`src/rtl/ram_bist_pkg.sv`:
```
// Shared encodings for the RAM march BIST: FSM states, op codes and per-element march constants.
// Pure declarations; no latency or backpressure of its own.
package ram_bist_pkg;

    typedef enum logic [1:0] {
        ST_IDLE = 2'd0,
        ST_RUN  = 2'd1,
        ST_DONE = 2'd2
    } state_t;

    typedef enum logic [2:0] {
        OP_NONE = 3'd0,
        OP_R0   = 3'd1,
        OP_R1   = 3'd2,
        OP_W0   = 3'd3,
        OP_W1   = 3'd4
    } op_t;

    typedef logic [2:0] elem_idx_t;

    localparam int N_ELEM = 6;

    localparam logic DIR_UP   = 1'b0;
    localparam logic DIR_DOWN = 1'b1;

    localparam logic [1:0] OPS_SINGLE = 2'd1;
    localparam logic [1:0] OPS_PAIR   = 2'd2;

    // March C-: E1..E4 are (read, write) pairs, E3/E4 walk addresses downward.
    function automatic logic elem_dir(input elem_idx_t e);
        return (e == 3'd3 || e == 3'd4) ? DIR_DOWN : DIR_UP;
    endfunction

    function automatic logic [1:0] elem_ops(input elem_idx_t e);
        return (e >= 3'd1 && e <= 3'd4) ? OPS_PAIR : OPS_SINGLE;
    endfunction

endpackage

```
`src/rtl/march_c_rom.sv`:
```
// March C- element table: (element, op index) -> op code, op count, address direction.
// Purely combinational; no backpressure.
import ram_bist_pkg::*;

module march_c_rom (
    input  logic [2:0] elem,
    input  logic       opi,
    output logic [2:0] op,
    output logic [1:0] nops,
    output logic       dir
);

    op_t op_sel;

    always_comb begin
        op_sel = OP_NONE;
        unique case (elem)
            3'd0:    op_sel = OP_W0;
            3'd1:    op_sel = opi ? OP_W1 : OP_R0;
            3'd2:    op_sel = opi ? OP_W0 : OP_R1;
            3'd3:    op_sel = opi ? OP_W1 : OP_R0;
            3'd4:    op_sel = opi ? OP_W0 : OP_R1;
            3'd5:    op_sel = OP_R0;
            default: op_sel = OP_NONE;
        endcase
    end

    assign op   = op_sel;
    assign nops = elem_ops(elem);
    assign dir  = elem_dir(elem);

endmodule

```
`src/rtl/ram_march_bist.sv`:
```
// March C- BIST initiator driving a single-port RAM and capturing the first mismatch.
// One op per cycle, 10*WORDS cycles per run; start is ignored while a run is in progress.
import ram_bist_pkg::*;

module ram_march_bist #(
    parameter int WORDS  = 2,
    parameter int ADDR_W = 1,
    parameter int WIDTH  = 8
) (
    input  logic              clk,
    input  logic              rst_n,
    input  logic              start,
    output logic              busy,
    output logic              done,
    output logic              fail,
    output logic [ADDR_W-1:0] fail_addr,
    output logic [WIDTH-1:0]  fail_data,
    output logic [ADDR_W-1:0] ram_addr,
    output logic [WIDTH-1:0]  ram_D,
    output logic              ram_we,
    input  logic [WIDTH-1:0]  ram_Q
);

    localparam logic [ADDR_W-1:0] LAST_ADDR = ADDR_W'(WORDS - 1);
    localparam elem_idx_t         LAST_ELEM = elem_idx_t'(N_ELEM - 1);

    state_t            state, state_nxt;
    elem_idx_t         elem;
    logic              opi;
    logic [ADDR_W-1:0] addr;

    logic [2:0]        op_raw;
    op_t               op;
    logic [1:0]        nops;
    logic              dir;

    logic              last_op, last_addr, last_elem, accept;
    logic              is_read, mismatch;
    logic [WIDTH-1:0]  exp_word;

    march_c_rom u_rom (
        .elem (elem),
        .opi  (opi),
        .op   (op_raw),
        .nops (nops),
        .dir  (dir)
    );

    assign op        = op_t'(op_raw);
    assign last_op   = ({1'b0, opi} == (nops - 2'd1));
    assign last_addr = (dir == DIR_DOWN) ? (addr == '0) : (addr == LAST_ADDR);
    assign last_elem = (elem == LAST_ELEM);
    assign accept    = (state != ST_RUN) && start;

    assign is_read  = (op == OP_R0) || (op == OP_R1);
    assign exp_word = (op == OP_R1) ? {WIDTH{1'b1}} : {WIDTH{1'b0}};
    assign mismatch = is_read && (ram_Q != exp_word);

    // State register
    always_ff @(posedge clk or negedge rst_n) begin
        if (!rst_n) begin
            state <= ST_IDLE;
        end else begin
            state <= state_nxt;
        end
    end

    // Next-state logic
    always_comb begin
        state_nxt = state;
        unique case (state)
            ST_IDLE: if (start) state_nxt = ST_RUN;
            ST_RUN:  if (last_op && last_addr && last_elem) state_nxt = ST_DONE;
            ST_DONE: if (start) state_nxt = ST_RUN;
            default: state_nxt = ST_IDLE;
        endcase
    end

    // Outputs; the RAM port is parked at zero whenever no march is running
    always_comb begin
        busy     = 1'b0;
        done     = 1'b0;
        ram_we   = 1'b0;
        ram_addr = '0;
        ram_D    = '0;
        unique case (state)
            ST_RUN: begin
                busy     = 1'b1;
                ram_addr = addr;
                ram_we   = (op == OP_W0) || (op == OP_W1);
                ram_D    = (op == OP_W1) ? {WIDTH{1'b1}} : {WIDTH{1'b0}};
            end
            ST_DONE: done = 1'b1;
            default: ;
        endcase
    end

    // March position: op within address, address within element, then element
    always_ff @(posedge clk or negedge rst_n) begin
        if (!rst_n) begin
            elem <= '0;
            opi  <= 1'b0;
            addr <= '0;
        end else if (accept) begin
            elem <= '0;
            opi  <= 1'b0;
            addr <= (elem_dir(3'd0) == DIR_DOWN) ? LAST_ADDR : '0;
        end else if (state == ST_RUN) begin
            if (!last_op) begin
                opi <= 1'b1;
            end else begin
                opi <= 1'b0;
                if (!last_addr) begin
                    addr <= (dir == DIR_DOWN) ? addr - 1'b1 : addr + 1'b1;
                end else if (!last_elem) begin
                    elem <= elem + 3'd1;
                    addr <= (elem_dir(elem + 3'd1) == DIR_DOWN) ? LAST_ADDR : '0;
                end
            end
        end
    end

    // First-mismatch capture; later mismatches leave the capture untouched
    always_ff @(posedge clk or negedge rst_n) begin
        if (!rst_n) begin
            fail      <= 1'b0;
            fail_addr <= '0;
            fail_data <= '0;
        end else if (accept) begin
            fail      <= 1'b0;
            fail_addr <= '0;
            fail_data <= '0;
        end else if (state == ST_RUN && mismatch && !fail) begin
            fail      <= 1'b1;
            fail_addr <= addr;
            fail_data <= ram_Q;
        end
    end

endmodule

```
`config.mk`:
```
export PLATFORM = sky130hd
export DESIGN_NAME = ram_march_bist
export DESIGN_NICKNAME = d
export VERILOG_FILES = /design/src/rtl/ram_bist_pkg.sv /design/src/rtl/march_c_rom.sv /design/src/rtl/ram_march_bist.sv
export SDC_FILE = /design/constraint.sdc
export NUM_CORES = 1
export LEC_CHECK = 0
export BUFFER_PORTS_ARGS = -buffer_cell sky130_fd_sc_hd__buf_2
export CORE_MARGIN = 2
export CORE_UTILIZATION = 50
export CTS_CLUSTER_DIAMETER = 100
export CTS_CLUSTER_SIZE = 20
export DETAILED_ROUTE_END_ITERATION = 12
export GPL_ROUTABILITY_DRIVEN = 0
export PLACE_DENSITY = 0.77
export SLEW_MARGIN = 30
export SYNTH_ARGS = -nofsm -noshare
export SYNTH_HDL_FRONTEND = slang
export SYNTH_SLANG_ARGS = --single-unit
```
`constraint.sdc`:
```
create_clock -name clk -period 7 [get_ports clk]
set_clock_uncertainty 0.2 [all_clocks]
set_input_delay 1.4 -clock clk [delete_from_list [all_inputs] [get_ports clk]]
set_output_delay 1.4 -clock clk [all_outputs]
set_load 0.1 [all_outputs]
```
======== Word-level counts from Yosys, hierarchy flattened ========
Cells that the tools add are included.
word-level totals
  output and inout bits ................... 22
  word-level logic and storage cells ...... 96
  bits in registers ....................... 17
  input port bits ......................... 11
operators by class
  add/subtract/negate cells ............... 4
  bitwise logic cells ..................... 1
  equality and inequality tests ........... 20
  mux-type cells .......................... 38
  reduce and logical (&&, ||, !) cells .... 24
  $lt $le $gt $ge ......................... 2
operators by type and width
  operator             count
  $mux 8               5
  $mux 1               22
  $mux 3               6
  $eq 3x2->1 const B   5
  $eq 3x3->1 const B   4
  $pmux 3 s4           1
  $ne 8x8->1           1
  $reduce_bool 2->1    4
  $logic_and 1x1->1    7
  $eq 3x1->1 const B   2
  $mux 2               3
  $ne 2x1->1 const B   3
  $reduce_or 2->1      3
  $logic_or 1x1->1     4
  $pmux 2 s2           1
  $reduce_and 4->1     1
  $add 3x1->3 const B  1
  $ge 3x1->1 const B   1
  $le 3x3->1 const B   1
  $logic_not 3->1      1
  $ne 3x2->1 const B   1
  $reduce_and 3->1     1
  $eq 1x2->1           1
  $eq 2x1->1 const B   1
  9 further kinds      9

======== Longest topological paths before layout ========
Gate-level depths: netlist of the first run.
  depth after elaboration ................. 11
  mapped depth ............................ 9

======== By module ========
From an unflattened synthesis of the first run, not the netlist that was laid out.
unflattened totals
  cell total of the unflattened synthesis .. 122
  area total of the unflattened synthesis .. 1,109.8 um^2
by module, submodules not included
  module          sequential area each (um^2)  times used  cells each  area each (um^2)
  ram_march_bist  425.4                        1           110         1,021.0
  march_c_rom     0.0                          1           12          88.8

======== Least setup slack after synthesis of the first run ========
Ideal clock, no wire load.
  kind .................................... register to output
  from .................................... register state[1]
  to ...................................... output ram_D[1]
  stages on the path, launching flop included .. 5
  data required time ...................... 5,400 ps
  setup slack ............................. 2,687 ps
  path buffers ............................ 1
  arrival ................................. 2,713 ps
  cell sequence ........................... dfrtp_1 -> nand2b_1 -> inv_1 -> and3_1 -> buf_4
on the way
  word-level cells in the longest chain between the ends .. 2
ends and longest elaborated chain
  what                    line                  source
  from (decl)             ram_march_bist.sv:27  state_t state, state_nxt;
  from (signal assigned)  ram_march_bist.sv:64  state <= state_nxt;
  $eq 2x1->1              ram_march_bist.sv:86  unique case (state)
  $mux 8                  ram_march_bist.sv:86
  to (decl)               ram_march_bist.sv:19  output logic [WIDTH-1:0] ram_D,
No other way between the ends.

======== Worst setup path after layout of the first run ========
  from .................................... register elem[0]
  to ...................................... output ram_D[2]
on the way
  word-level cells in the longest chain between the ends .. 6
  elaborated cells between the ends (all ways) .. 12
ends and longest elaborated chain
  what                                      line                   source
  from (decl)                               ram_march_bist.sv:28   elem_idx_t elem;
  from (signal assigned)                    ram_march_bist.sv:116  elem <= elem + 3'd1;
  $eq 3x2->1, or another cell as far along  march_c_rom.sv:17      unique case (elem)
  $reduce_or 2->1 (no source line)          --
  $pmux 3 s4 (*)                            march_c_rom.sv:17
  $eq 3x3->1 (*)                            ram_march_bist.sv:91   ram_D = (op == OP_W1) ? {WIDTH{1'b1}} : {WIDTH{1'b0}};
  $mux 8 (*)                                ram_march_bist.sv:91
  $mux 8 (*)                                ram_march_bist.sv:86
Every way passes the cells marked *; elsewhere a longest branch is shown, timed or not.

==> flow_summary.json, run 1 <==
{
  "outcome": "complete, no violations",
  "path_max_fanout": 9,
  "grt_util_all_layers_pct": 20.1,
  "cts_tree": "built",
  "grt_pass1_wl_um": 3970,
  "grt_antenna_before_repair": 0,
  "diodes": 0,
  "layout.nets": 170,
  "ys_ff_latch": 17,
  "routedWlPerCell_um": 13.6,
  "portBuffers": 32,
  "whs_path_depth": 1,
  "worstSetupStartpointType": "flip-flop",
  "cp.arrival_ps": 2430,
  "r2r-end": "fail_data[4]",
  "worst-path-buf-inv": 2,
  "firstDrtPassIters": 5,
  "r2r-start": "elem[0]",
  "synth.largest_area_cell": "dfrtp_1",
  "cp_data_required_time_ps": 5400,
  "cts_num_sinks": 17,
  "worstRegToRegCells": 8,
  "slowest_stage": "dfrtp_1",
  "min_path_type": "reg -> reg",
  "die_h_um": 52.5,
  "drc": 0,
  "yosysSeqAreaShare_pct": 36.2,
  "post_cts_resized": 0,
  "tns_ps": 0,
  "crit_path_end_kind": "output pin",
  "ctsRootBufferMaster": "clkbuf_4",
  "dp_hpwl_um": 1860,
  "cp_top_family": "buffers and inverters",
  "ys.flop_type": "dfrtp_1",
  "multiInputGateArea_um2": 594,
  "vias": 979,
  "synth.distinct_cells": 35,
  "start_util_pct": 53.1,
  "syn_area_um2": 1170,
  "max_stage_delay_ps": 510,
  "clk_pin_slew_ps": 100,
  "syn_avg_cell_area_um2": 9.18,
  "coreArea_um2": 2210,
  "post_cts_buffers": 0,
  "finalHoldViolCount": 0,
  "final-seq-area_um2": 425,
  "cts_buffers": 3,
  "worst_hold_startpoint": "state[0]",
  "fp.dieArea_um2": 2750,
  "rows": 17,
  "grt_pass1_vias": 920,
  "tightest_slew_ps": 488,
  "max_slew_margin_pct": 67.7,
  "synth_cells": 128,
  "netlist.area_leader.share_pct": 36.2,
  "grt_max_degree": 18,
  "synth_edf_count": 0,
  "finalSetupViolCount": 0,
  "synth_area_leaders": "dfrtp_1 (36%), mux2i_1 (11%), nand2_1 (5.8%)",
  "fin_crit_sh_pct": 57.6,
  "cts_buffer_depth": 2,
  "dieWidth_um": 52.5,
  "clock_latency_ps": 300,
  "fillerInstances": 220,
  "crit_chain": "inv_1 > ha_1 > nor2_1 > o21ai_0 > a21oi_1 > and3_1 > buf_2",
  "whs_endpoint": "state[0]",
  "ys_async_sr_fraction_pct": 100,
  "viasPerCell": 5.41,
  "syn_nets": 144,
  "cts_hold_buf": 0,
  "drive_gt1_share_pct": 27.5,
  "drt_iter0_drc": 29,
  "min_period_ps": 4030,
  "reg2reg_setup_slack_ps": 4260,
  "h-tree-depth": 1,
  "fmaxAchievable_mhz": 248,
  "rsz0062_at_grt": "false",
  "cap_violations": 0,
  "yosysWarnings": 0,
  "drtAntennaViolNets": 0,
  "ios": 33,
  "routed_wl_um": 2470,
  "grt_overflow": 0,
  "finalMaxSlewViolations": 0,
  "area_growth_pct": 10.8,
  "path_class": "reg -> out"
}
-- cells in the final DEF (no fill, tap or decap), types with 2 or more instances in the layout --
cell       instances
nor4_1             3
a21oi_1            5
clkbuf_4           3
buf_2             32
nor2b_1            3
inv_1             14
o21ai_0            6
xnor2_1            2
or3_1              2
nor2_1             3
nand4_1            2
o2bb2ai_1          2
ha_1               5
mux2i_1           13
nand3b_1           3
nand2_1           18
nand2b_1           2
dfrtp_1           17
-- area by class of cell --
cell class / count / share of cell area, %
inverters: 14 / 4.04
flip-flops and latches: 17 / 32.7
clock buffers: 4 / 2.02
repair buffers: 33 / 12.9
multi-input cells: 85 / 45.7
well taps: 28 / 2.69
-- synth_stat cells, types with 2 or more instances --
master	count
nand4_1	2
buf_4	7
buf_6	4
nor2_1	3
xnor2_1	2
mux2i_1	13
nand2_1	18
o21ai_0	6
nand3b_1	3
nor4_1	3
a21oi_1	5
nand2b_1	2
nor2b_1	3
o2bb2ai_1	2
dfrtp_1	17
ha_1	5
or3_1	2
inv_1	14
-- worst max-delay path by stage --
stage | endpoint | from | cells past startpoint
6_report | ram_D[2] | elem[0] | 7
5_1_grt | ram_D[6] | elem[0] | 7
4_1_cts | ram_D[2] | elem[0] | 7
3_5_place_dp | ram_D[2] | elem[0] | 7
3_3_place_gp | ram_D[5] | elem[0] | 7
2_1_floorplan | ram_D[1] | state[1] | 4
-- metal layers --
metal | vias to the layer above | track usage (%) | routed length [µm]
met5 | - | 0 | 0
met4 | 0 | 9.40 | 36
met1 | 452 | 25.7 | 1170
met2 | 37 | 31.7 | 1120
met3 | 5 | 4.86 | 145
li1 | 485 | - | -
-- logic make-up (layout without fill, tap and decap cells) --
| family | count (synthesis) | in the layout | share of synthesized area (%) |
|---|---|---|---|
| xor+xnor | 2 | 2 | 1.49 |
| compound gates | 21 | 21 | 11.7 |
| flops | 17 | 17 | 36.2 |
| fa+ha+maj | 5 | 5 | 5.32 |
| buf+inv | 26 | 51 | 13.2 |
| mux | 14 | 14 | 12.0 |
| simple gates | 43 | 43 | 20.0 |
-- worst reg2reg max path: stages, from the launching register on --
cell	delay, ps
dfrtp_1	510
inv_1	150
ha_1	320
or4b_4	570
a21oi_2	150
mux2i_1	110
nor4_2	210
buf_4	240
mux2i_1	210
-- registers in the layout, summed over array words and instances (netlist names) --
signal and cells:
elem 3, state 2, addr 1, opi 1
fail_data 8, fail_addr 1, fail 1
-- per-stage QoR --
| step | instance area, µm² | utilization, % | worst slack, ps | hold slack [ps] | cells |
|---|---|---|---|---|---|
| after floorplan | 1170 | - | 2690 | 248 | 128 |
| after global placement | 1270 | 57.6 | 3410 | 263 | 177 |
| after detailed placement | 1270 | 57.6 | 3340 | 283 | 177 |
| after CTS | 1300 | 58.8 | 2970 | 298 | 181 |
| after global routing | 1300 | 58.8 | 2780 | 351 | 181 |
| final | 1300 | 58.8 | 2970 | 292 | 181 |
Power of run 1 is left out: the tool's default activity adds up to more than one toggle a clock period on the data nets, which glitch-free logic cannot reach.
==> run 2, diff against run 1 <==
- clock period: 7 -> 4.1 ns (I/O delays scaled with it)
==> flow_summary.json, run 2 (synthesized netlist as in run 1, its figures left out) <==
{
  "final_cells": 181,
  "path_max_fanout": 9,
  "grt_antenna_before_repair": 0,
  "mostFrequentLayoutCell": "buf_2",
  "cts_buffer_depth": 2,
  "cts_num_sinks": 17,
  "clk_pin_slew_ps": 110,
  "r2r-end": "fail_data[6]",
  "ctsRootBufferMaster": "clkbuf_4",
  "die_h_um": 52.5,
  "busiest_layer": "met2",
  "cap_violations": 0,
  "coreArea_um2": 2210,
  "drtAntennaViolNets": 0,
  "grt_util_met2_pct": 30.6,
  "area_growth_pct": 10.8,
  "dp_hpwl_um": 1770,
  "diodes": 0,
  "r2r-start": "elem[0]",
  "fp.dieArea_um2": 2750,
  "drive_gt1_share_pct": 27.5,
  "viasPerCell": 5.20,
  "firstDrtPassIters": 4,
  "dpl.cell_count": 177,
  "crit_chain": "inv_1 > ha_1 > nor2_1 > o21ai_0 > a21oi_1 > and3_1 > buf_2",
  "drt_iter0_drc": 9,
  "routed_wl_um": 2330,
  "finalSetupViolCount": 0,
  "outcome": "complete, no violations",
  "post_cts_buffers": 0,
  "cts_hold_buf": 0,
  "final_util_pct": 58.8,
  "start_util_pct": 53.1,
  "rows": 17,
  "grt_use_met1_pct": 23.9,
  "fmaxAchievable_mhz": 290,
  "h-tree-depth": 1,
  "worstRegToRegCells": 8,
  "finalMaxSlewViolations": 0,
  "grt_max_degree": 18,
  "max_stage_delay_ps": 510,
  "reg2reg_setup_slack_ps": 1370,
  "grt_overflow": 0,
  "fin_crit_sh_pct": 84.2,
  "tns_ps": 0,
  "crit_path_end_kind": "output pin",
  "layout_common_cells": "buf_2 (32), nand2_1 (18), dfrtp_1 (17)",
  "drc": 0,
  "place_area_um2": 1270,
  "cp_data_required_time_ps": 3080,
  "grt_pass1_vias": 861,
  "top_register": "fail_data",
  "portBuffers": 32,
  "layout.nets": 170,
  "post-route-cell-area_um2": 1300,
  "routedWlPerCell_um": 12.9,
  "min_path_type": "in -> async",
  "slowest_stage": "dfrtp_1",
  "grt_use_met3_pct": 3.14,
  "path_class": "reg -> out",
  "dieWidth_um": 52.5,
  "post_cts_resized": 0,
  "finalHoldViolCount": 0,
  "grt_util_all_layers_pct": 18.9,
  "ios": 33,
  "vias": 942,
  "largest_reg_flops": 8,
  "top_regs": "fail_data x8, elem x3, state x2",
  "min_period_ps": 3450,
  "tightest_slew_ps": 491,
  "worstSetupStartpointType": "flip-flop",
  "cts_tree": "built",
  "cp.arrival_ps": 2430,
  "grt_pass1_wl_um": 3800,
  "max_slew_margin_pct": 67.5,
  "cts_buffers": 3,
  "rsz0062_at_grt": "false",
  "clock_latency_ps": 300
}
==> run 2: cell counts in the layout (fill, tap and decap cells not counted) <==
Identical to the previous run, type by type.
==> run 2: layout make-up <==
cell class / count / area, µm²
Clock buffer: 4 / 26.3
Fill cell: 219 / 911
Inverter: 14 / 52.6
Multi-Input combinational cell: 85 / 594
Sequential cell: 17 / 425
Tap cell: 28 / 35.0
Timing Repair Buffer: 33 / 168
==> run 2: per-stage QoR <==
step / hold WS, ps / setup WS [ps]
floorplan: 248 / 367
global placement: 270 / 1090
detailed placement: 279 / 980
CTS: 231 / 635
global route: 246 / 430
finish: 221 / 646
==> run 2: critical path: cells and delay by family, from the launching register on <==
family / cells / cell delay (ps)
adders and majority gates: 1 / 270
and+or+nand+nor: 2 / 400
buffers and inverters: 2 / 610
DFF: 1 / 510
AOI/OAI and AO/OA: 2 / 350
==> run 2: per-layer routing <==
| metal | share of wire (%) | vias to the layer above |
|---|---|---|
| met4 | 1.6 | 0 |
| met2 | 48 | 23 |
| met5 | 0 | - |
| li1 | - | 481 |
| met1 | 46 | 433 |
| met3 | 4.1 | 5 |
==> run 2: worst max path at each step <==
stage          endpoint     start  cells past startpoint  slack (ps)
6_report       ram_D[4]   elem[0]                      7         650
5_1_grt        ram_D[6]   elem[0]                      7         430
4_1_cts        ram_D[4]   elem[0]                      7         640
3_5_place_dp   ram_D[4]   elem[0]                      7         980
3_3_place_gp   ram_D[5]   elem[0]                      7        1090
2_1_floorplan  ram_D[1]  state[1]                      4         370
Power of run 2 is left out for the same reason.
